--- src/rtl/udp_tx_packet_writer_pkg.sv ---
// Shared definitions for the UDP TX packet writer: status word layout and writer FSM encoding.
// The UDP core unpacks status words with the same field offsets.
package udp_tx_packet_writer_pkg;

  localparam int PORT_W   = 16;
  localparam int MAC_W    = 48;
  localparam int IP_W     = 32;
  localparam int STATUS_W = PORT_W + MAC_W + IP_W;

  // Status word is {port, mac, ip} with the port in the MSBs
  localparam int IP_LSB   = 0;
  localparam int IP_MSB   = IP_W - 1;
  localparam int MAC_LSB  = IP_W;
  localparam int MAC_MSB  = IP_W + MAC_W - 1;
  localparam int PORT_LSB = IP_W + MAC_W;
  localparam int PORT_MSB = STATUS_W - 1;

  localparam int DEF_MAX_PAYLOAD = 1472;
  localparam int BYTE_CNT_W      = 11;

  typedef enum logic [1:0] {
    IDLE   = 2'd0,
    DATA   = 2'd1,
    DROP   = 2'd2,
    STATUS = 2'd3
  } wr_state_e;

endpackage

--- src/rtl/udp_tx_space_check.sv ---
// Combinational admission check: both TX FIFOs must be able to absorb one
// maximum-size payload plus its status word before a packet may start.
module udp_tx_space_check
  import udp_tx_packet_writer_pkg::*;
#(
  parameter int DATA_DEPTH   = 8192,
  parameter int STATUS_DEPTH = 256,
  parameter int MAX_PAYLOAD  = DEF_MAX_PAYLOAD,
  parameter int DW           = $clog2(DATA_DEPTH),
  parameter int SW           = $clog2(STATUS_DEPTH)
) (
  input  logic          wrfull_data,
  input  logic [DW-1:0] wrusedw_data,
  input  logic          wrfull_status,
  input  logic [SW-1:0] wrusedw_status,
  output logic          space_ok
);

  // free = DEPTH-1-used >= MAX_PAYLOAD, rearranged so nothing can go negative
  localparam logic [DW-1:0] DATA_LIMIT   = DW'(DATA_DEPTH - 1 - MAX_PAYLOAD);
  localparam logic [SW-1:0] STATUS_LIMIT = SW'(STATUS_DEPTH - 2);

  assign space_ok = !wrfull_data && !wrfull_status &&
                    (wrusedw_data <= DATA_LIMIT) &&
                    (wrusedw_status < STATUS_LIMIT);

endmodule

--- src/rtl/udp_tx_packet_writer.sv ---
// User-side producer for one UDP TX channel: writes payload bytes into the data FIFO,
// then commits exactly one {port, mac, ip} status word per packet.
module udp_tx_packet_writer
  import udp_tx_packet_writer_pkg::*;
#(
  parameter int AVL_SIZE     = 8,
  parameter int BYTE_SIZE    = 8,
  parameter int MAC_SIZE     = 48,
  parameter int IP_SIZE      = 32,
  parameter int DATA_DEPTH   = 8192,
  parameter int STATUS_DEPTH = 256,
  parameter int MAX_PAYLOAD  = DEF_MAX_PAYLOAD
) (
  input  logic                                  clock,
  input  logic                                  reset_n,
  input  logic [AVL_SIZE-1:0]                   in_data,
  input  logic                                  in_valid,
  input  logic                                  in_sop,
  input  logic                                  in_eop,
  output logic                                  in_ready,
  input  logic [2*BYTE_SIZE-1:0]                dst_port,
  input  logic [MAC_SIZE-1:0]                   dst_mac,
  input  logic [IP_SIZE-1:0]                    dst_ip,
  output logic                                  wrreq_data,
  output logic [AVL_SIZE-1:0]                   data_to_fifo,
  input  logic                                  wrfull_data,
  input  logic [$clog2(DATA_DEPTH)-1:0]         wrusedw_data,
  output logic                                  wrreq_status,
  output logic [2*BYTE_SIZE+MAC_SIZE+IP_SIZE-1:0] status_to_fifo,
  input  logic                                  wrfull_status,
  input  logic [$clog2(STATUS_DEPTH)-1:0]       wrusedw_status,
  output logic                                  busy,
  output logic [31:0]                           pkt_count,
  output logic [15:0]                           trunc_count,
  output logic [15:0]                           orphan_count
);

  localparam int ST_W = 2*BYTE_SIZE + MAC_SIZE + IP_SIZE;

  wr_state_e               state, state_nxt;
  logic                    space_ok;
  logic                    accept;
  logic                    last_slot;
  logic                    sop_start;
  logic [ST_W-1:0]         dst_q;
  logic [BYTE_CNT_W-1:0]   byte_cnt;

  udp_tx_space_check #(
    .DATA_DEPTH   (DATA_DEPTH),
    .STATUS_DEPTH (STATUS_DEPTH),
    .MAX_PAYLOAD  (MAX_PAYLOAD)
  ) u_space (
    .wrfull_data    (wrfull_data),
    .wrusedw_data   (wrusedw_data),
    .wrfull_status  (wrfull_status),
    .wrusedw_status (wrusedw_status),
    .space_ok       (space_ok)
  );

  assign accept    = in_valid && in_ready;
  assign sop_start = accept && (state == IDLE) && in_sop;
  assign last_slot = (byte_cnt == BYTE_CNT_W'(MAX_PAYLOAD - 1));

  always_ff @(posedge clock) begin
    if (!reset_n) state <= IDLE;
    else          state <= state_nxt;
  end

  always_comb begin
    state_nxt = state;
    case (state)
      IDLE:   if (sop_start) state_nxt = in_eop ? STATUS : DATA;
      DATA:   if (accept) begin
                if (in_eop)         state_nxt = STATUS;
                else if (last_slot) state_nxt = DROP;
              end
      DROP:   if (accept && in_eop) state_nxt = STATUS;
      STATUS: state_nxt = IDLE;
      default: state_nxt = IDLE;
    endcase
  end

  // Only an sop waits for space; stray bytes in IDLE are always drained
  always_comb begin
    in_ready = 1'b0;
    busy     = (state != IDLE);
    case (state)
      IDLE:        in_ready = reset_n && (!in_sop || space_ok);
      DATA, DROP:  in_ready = reset_n;
      default:     in_ready = 1'b0;
    endcase
  end

  always_ff @(posedge clock) begin
    if (!reset_n) begin
      wrreq_data     <= 1'b0;
      data_to_fifo   <= '0;
      wrreq_status   <= 1'b0;
      status_to_fifo <= '0;
      dst_q          <= '0;
      byte_cnt       <= '0;
      pkt_count      <= '0;
      trunc_count    <= '0;
      orphan_count   <= '0;
    end else begin
      wrreq_data   <= 1'b0;
      wrreq_status <= 1'b0;
      if (sop_start || (accept && state == DATA)) begin
        wrreq_data   <= 1'b1;
        data_to_fifo <= in_data;
      end
      if (sop_start) begin
        dst_q    <= {dst_port, dst_mac, dst_ip};
        byte_cnt <= BYTE_CNT_W'(1);
      end else if (accept && state == DATA) begin
        byte_cnt <= byte_cnt + BYTE_CNT_W'(1);
      end
      if (accept && state == IDLE && !in_sop && orphan_count != '1)
        orphan_count <= orphan_count + 16'd1;
      if (accept && state == DATA && !in_eop && last_slot && trunc_count != '1)
        trunc_count <= trunc_count + 16'd1;
      // Commit lands one cycle after the final data write
      if (state == STATUS) begin
        wrreq_status   <= 1'b1;
        status_to_fifo <= dst_q;
        pkt_count      <= pkt_count + 32'd1;
      end
    end
  end

endmodule

--- config.mk ---
export PLATFORM = sky130hd
export DESIGN_NAME = udp_tx_packet_writer
export DESIGN_NICKNAME = d
export VERILOG_FILES = /design/src/rtl/udp_tx_packet_writer_pkg.sv /design/src/rtl/udp_tx_space_check.sv /design/src/rtl/udp_tx_packet_writer.sv
export SDC_FILE = /design/constraint.sdc
export NUM_CORES = 1
export LEC_CHECK = 0
export ABC_AREA = 0
export BUFFER_PORTS_ARGS = -buffer_cell sky130_fd_sc_hd__clkbuf_2
export CAP_MARGIN = 20
export CORE_MARGIN = 3
export CORE_UTILIZATION = 57
export CTS_CLUSTER_DIAMETER = 120
export DETAILED_ROUTE_END_ITERATION = 8
export MAX_ROUTING_LAYER = met4
export PLACE_DENSITY = 0.85
export SYNTH_ARGS = -nofsm -noshare
export SYNTH_HDL_FRONTEND = slang
export SYNTH_SLANG_ARGS = --single-unit
--- constraint.sdc ---
create_clock -name clock -period 5 [get_ports clock]
set_input_delay 0.25 -clock clock [delete_from_list [all_inputs] [get_ports clock]]
set_output_delay 0.25 -clock clock [all_outputs]
set_load 0.01 [all_outputs]
==> metrics <==
vias per cell=approximately 5.4; critical path's slowest cell=nor2b_4; vias after detailed routing=9885; Slew Viols, Final=0; Req. time, crit path=between 5000 and 6000 ps; critical path class=reg2reg; critical path, cell by cell=ha_4 -> and3b_1 -> o21ai_0 -> o41ai_2 -> nor2b_4 -> buf_4 -> nand2_1 -> a21boi_0; H-tree depth=1; sequential share of the synthesized area=~49%; drt first pass iters=9; path depth of the worst reg2reg path=8; first-pass GRT wire length=49600 um; WP data arrival=slightly above 4000 ps; Avg Synthesized Cell Area=between 9 and 10 um^2; GRT Util Overall=between 20% and 30%; initial antenna violation count=1; Synthesized Nets=roughly 1300; Hold Crit Start=dst_ip[10]; Worst path depth=8; Slew HR=30.0%; vias in the first global route=about 10000; post-cts repair resize count=0; Power, Total=5120 uW; drt total wl=between 30000 and 40000 um; Final min period=around 3700 ps; final setup TNS=0 ps; Hold WC Path Type=in2reg; P_leak=around 0.0059 uW; Slew @ Worst Pin=1050 ps; Net count, final=about 1700; slowest cell delay on critical path=around 860 ps; final hold vios=0; crit start category=register; DRC Markers=0; commonest non-fill, non-tap cell in the layout=clkbuf_2; clk_skew=approximately 12 ps; gr ovfl total=0; DRT antenna net count=0; CP endpoint=dst_q[49]; Cells after Synth=between 1000 and 1500; Mapped Area=roughly 11000 um^2; most frequent cells in the layout=295 x clkbuf_2, 279 x dfxtp_1, 233 x nand2_1; fin crit share=between 70% and 80%; worst setup path startpoint=state[0]; overall die height=147 um; FFs w/ async S/R, synth=0%; layout cell share with drive strength beyond 1=22.9%; RR Startpoint=state[0]; distinct cell type count after synthesis=54; number of synthesized flops with an enable pin=0; Yosys reg bits=~280; run status=finished clean; Num CTS Buffers=29; max cap viols=0; crit-path leading delay family=simple AND/OR/NAND/NOR gates; Power Density=between 300 and 400 nW/um^2; RSZ-0062 raised after global routing=no; FP Rows=51; Max Freq=between 0.2 and 0.3 GHz; die width=147 um; post-DP HPWL=between 15000 and 20000 um; Ys Warns=0; CTS max path bufs=3; 1st-iter DRT viols=496; Post-CTS Setup Bufs=0; Worst R2R End=dst_q[49]; r2r setup slk=~1300 ps; Root Buffer=clkbuf_16; core area=just under 20000 um^2; Critical Path End Type=register; Area Overhead vs Synth=31.1%; RePlAce Congestion=slightly below 0.9; IO Count=304; die area=around 22000 um^2; Reg clk slew, reported paths=about 60 ps; Final setup viols=0; Main synth FF type=dfxtp_1; clk_lat worst skew=roughly 550 ps; IO Port Bufs=around 300; Worst IR Drop VDD=~0.28 mV; largest net degree at the start of global routing=141; worst path bufs/invs=1; Initial Utilization=58.2%; DR WL/cell=between 15 and 20 um; CTS tree=yes; clk sinks=roughly 280; maximum fanout along the worst path=51
per-layer routing:
layer,vias to the layer above,track usage (%),wire [um]
li1,4728,-,-
met1,4674,32.0,12000
met2,383,48.2,15300
met3,100,6.20,2270
met4,0,12.0,1350
met5,-,-,0
final cells by class:
| type | count | area [um^2] |
|---|---|---|
| timing repair buffer | 411 | 2670 |
| multi-input combinational | 836 | 5440 |
| fill | 1241 | 4610 |
| tap | 265 | 332 |
| inverter | 8 | 30.0 |
| sequential | 279 | 5590 |
| clock inverter | 6 | 47.5 |
| antenna | 1 | 2.50 |
| clock buffer | 41 | 811 |
power by group:
| group | switching, uW | total [uW] | leakage, uW | internal (uW) |
|---|---|---|---|---|
| Clock | 862 | 1980 | 0.000421 | 1120 |
| Sequential | 66.3 | 2390 | 0.00225 | 2320 |
| Combinational | 427 | 749 | 0.00323 | 322 |
| Total | 1350 | 5120 | 0.00590 | 3770 |
per-stage QoR:
| stage | instances | utilization [%] | setup slack (ps) | hold WS, ps | instance area, um^2 |
|---|---|---|---|---|---|
| floorplan | 1196 | - | 2710 | 385 | 11400 |
| global placement | 1692 | 66.3 | 1490 | 440 | 12900 |
| detailed placement | 1693 | 66.4 | 1480 | 445 | 13000 |
| CTS | 1843 | 76.1 | 1420 | 1.51 | 14900 |
| global route | 1847 | 76.4 | 1100 | 16.2 | 14900 |
| finish | 1847 | 76.4 | 1300 | 17.0 | 14900 |
flip-flops by register name, summed over array words and instances, names as in the netlist, 2 cells and up:
signal and flops:
data_to_fifo 8, orphan_count 16, byte_cnt 11, trunc_count 16, pkt_count 32, status_to_fifo 96, dst_q 96, state 2
Yosys cell counts (2+ instances only):
library cell  count  share of area, %
and4_1            7              0.54
nor2b_1         112               6.2
xor2_1           23               1.8
dfxtp_1         279                49
buf_2            12              0.53
nand4_1          27               1.5
buf_4             3              0.20
mux2i_1         110               9.7
and2_1           45               2.5
xnor2_1          33               2.5
and3_1           10              0.55
nand3_1          26               1.1
o211ai_1          2              0.13
a21oi_1           6              0.26
ha_1              8              0.88
buf_1             7              0.23
a21boi_1         44               2.9
o21ai_0          14              0.62
nor2_1           19              0.63
or3_1             7              0.39
inv_1             8              0.26
nand2_1         233               7.7
clkbuf_1         45               1.5
nand2b_1          7              0.39
a21boi_0         62               4.1
nor3_1            9              0.40
buf_6             4              0.40
nor4_1            8              0.44
cell families (layout without fill, tap and decap cells):
group	count (synthesis)	after routing	share of synthesized area [%]
buffers and inverters	81	466	3.32
other	0	1	0
XOR/XNOR	56	56	4.31
multiplexers	111	111	9.78
adder cells (fa/ha/maj)	8	8	0.880
flip-flops	279	279	49.1
AO/OA/AOI/OAI	139	139	8.98
AND/OR/NAND/NOR	522	522	23.6
how the worst min path moves through the flow:
stage / to / slack [ps] / depth (start not counted)
5_1_grt: dst_q[10] / 20 / 3
3_3_place_gp: dst_q[55] / 440 / 2
3_5_place_dp: dst_q[71] / 450 / 2
2_1_floorplan: dst_q[55] / 380 / 2
6_report: dst_q[10] / 20 / 3
4_1_cts: dst_q[10] / 2 / 3
repair_timing:
| item | in CTS | in global routing |
|---|---|---|
| endpoints found under the hold margin | 103 | 0 |
| setup endpoints to repair | 0 | 0 |
| hold buffers | 103 | 0 |
worst min-delay path, delay by kind of cell:
| family | cells | cell delay [ps] |
|---|---|---|
| compound gates | 1 | 90 |
| buf+inv | 1 | 80 |
| simple gates | 1 | 100 |
(Power assumes the default switching activity.)
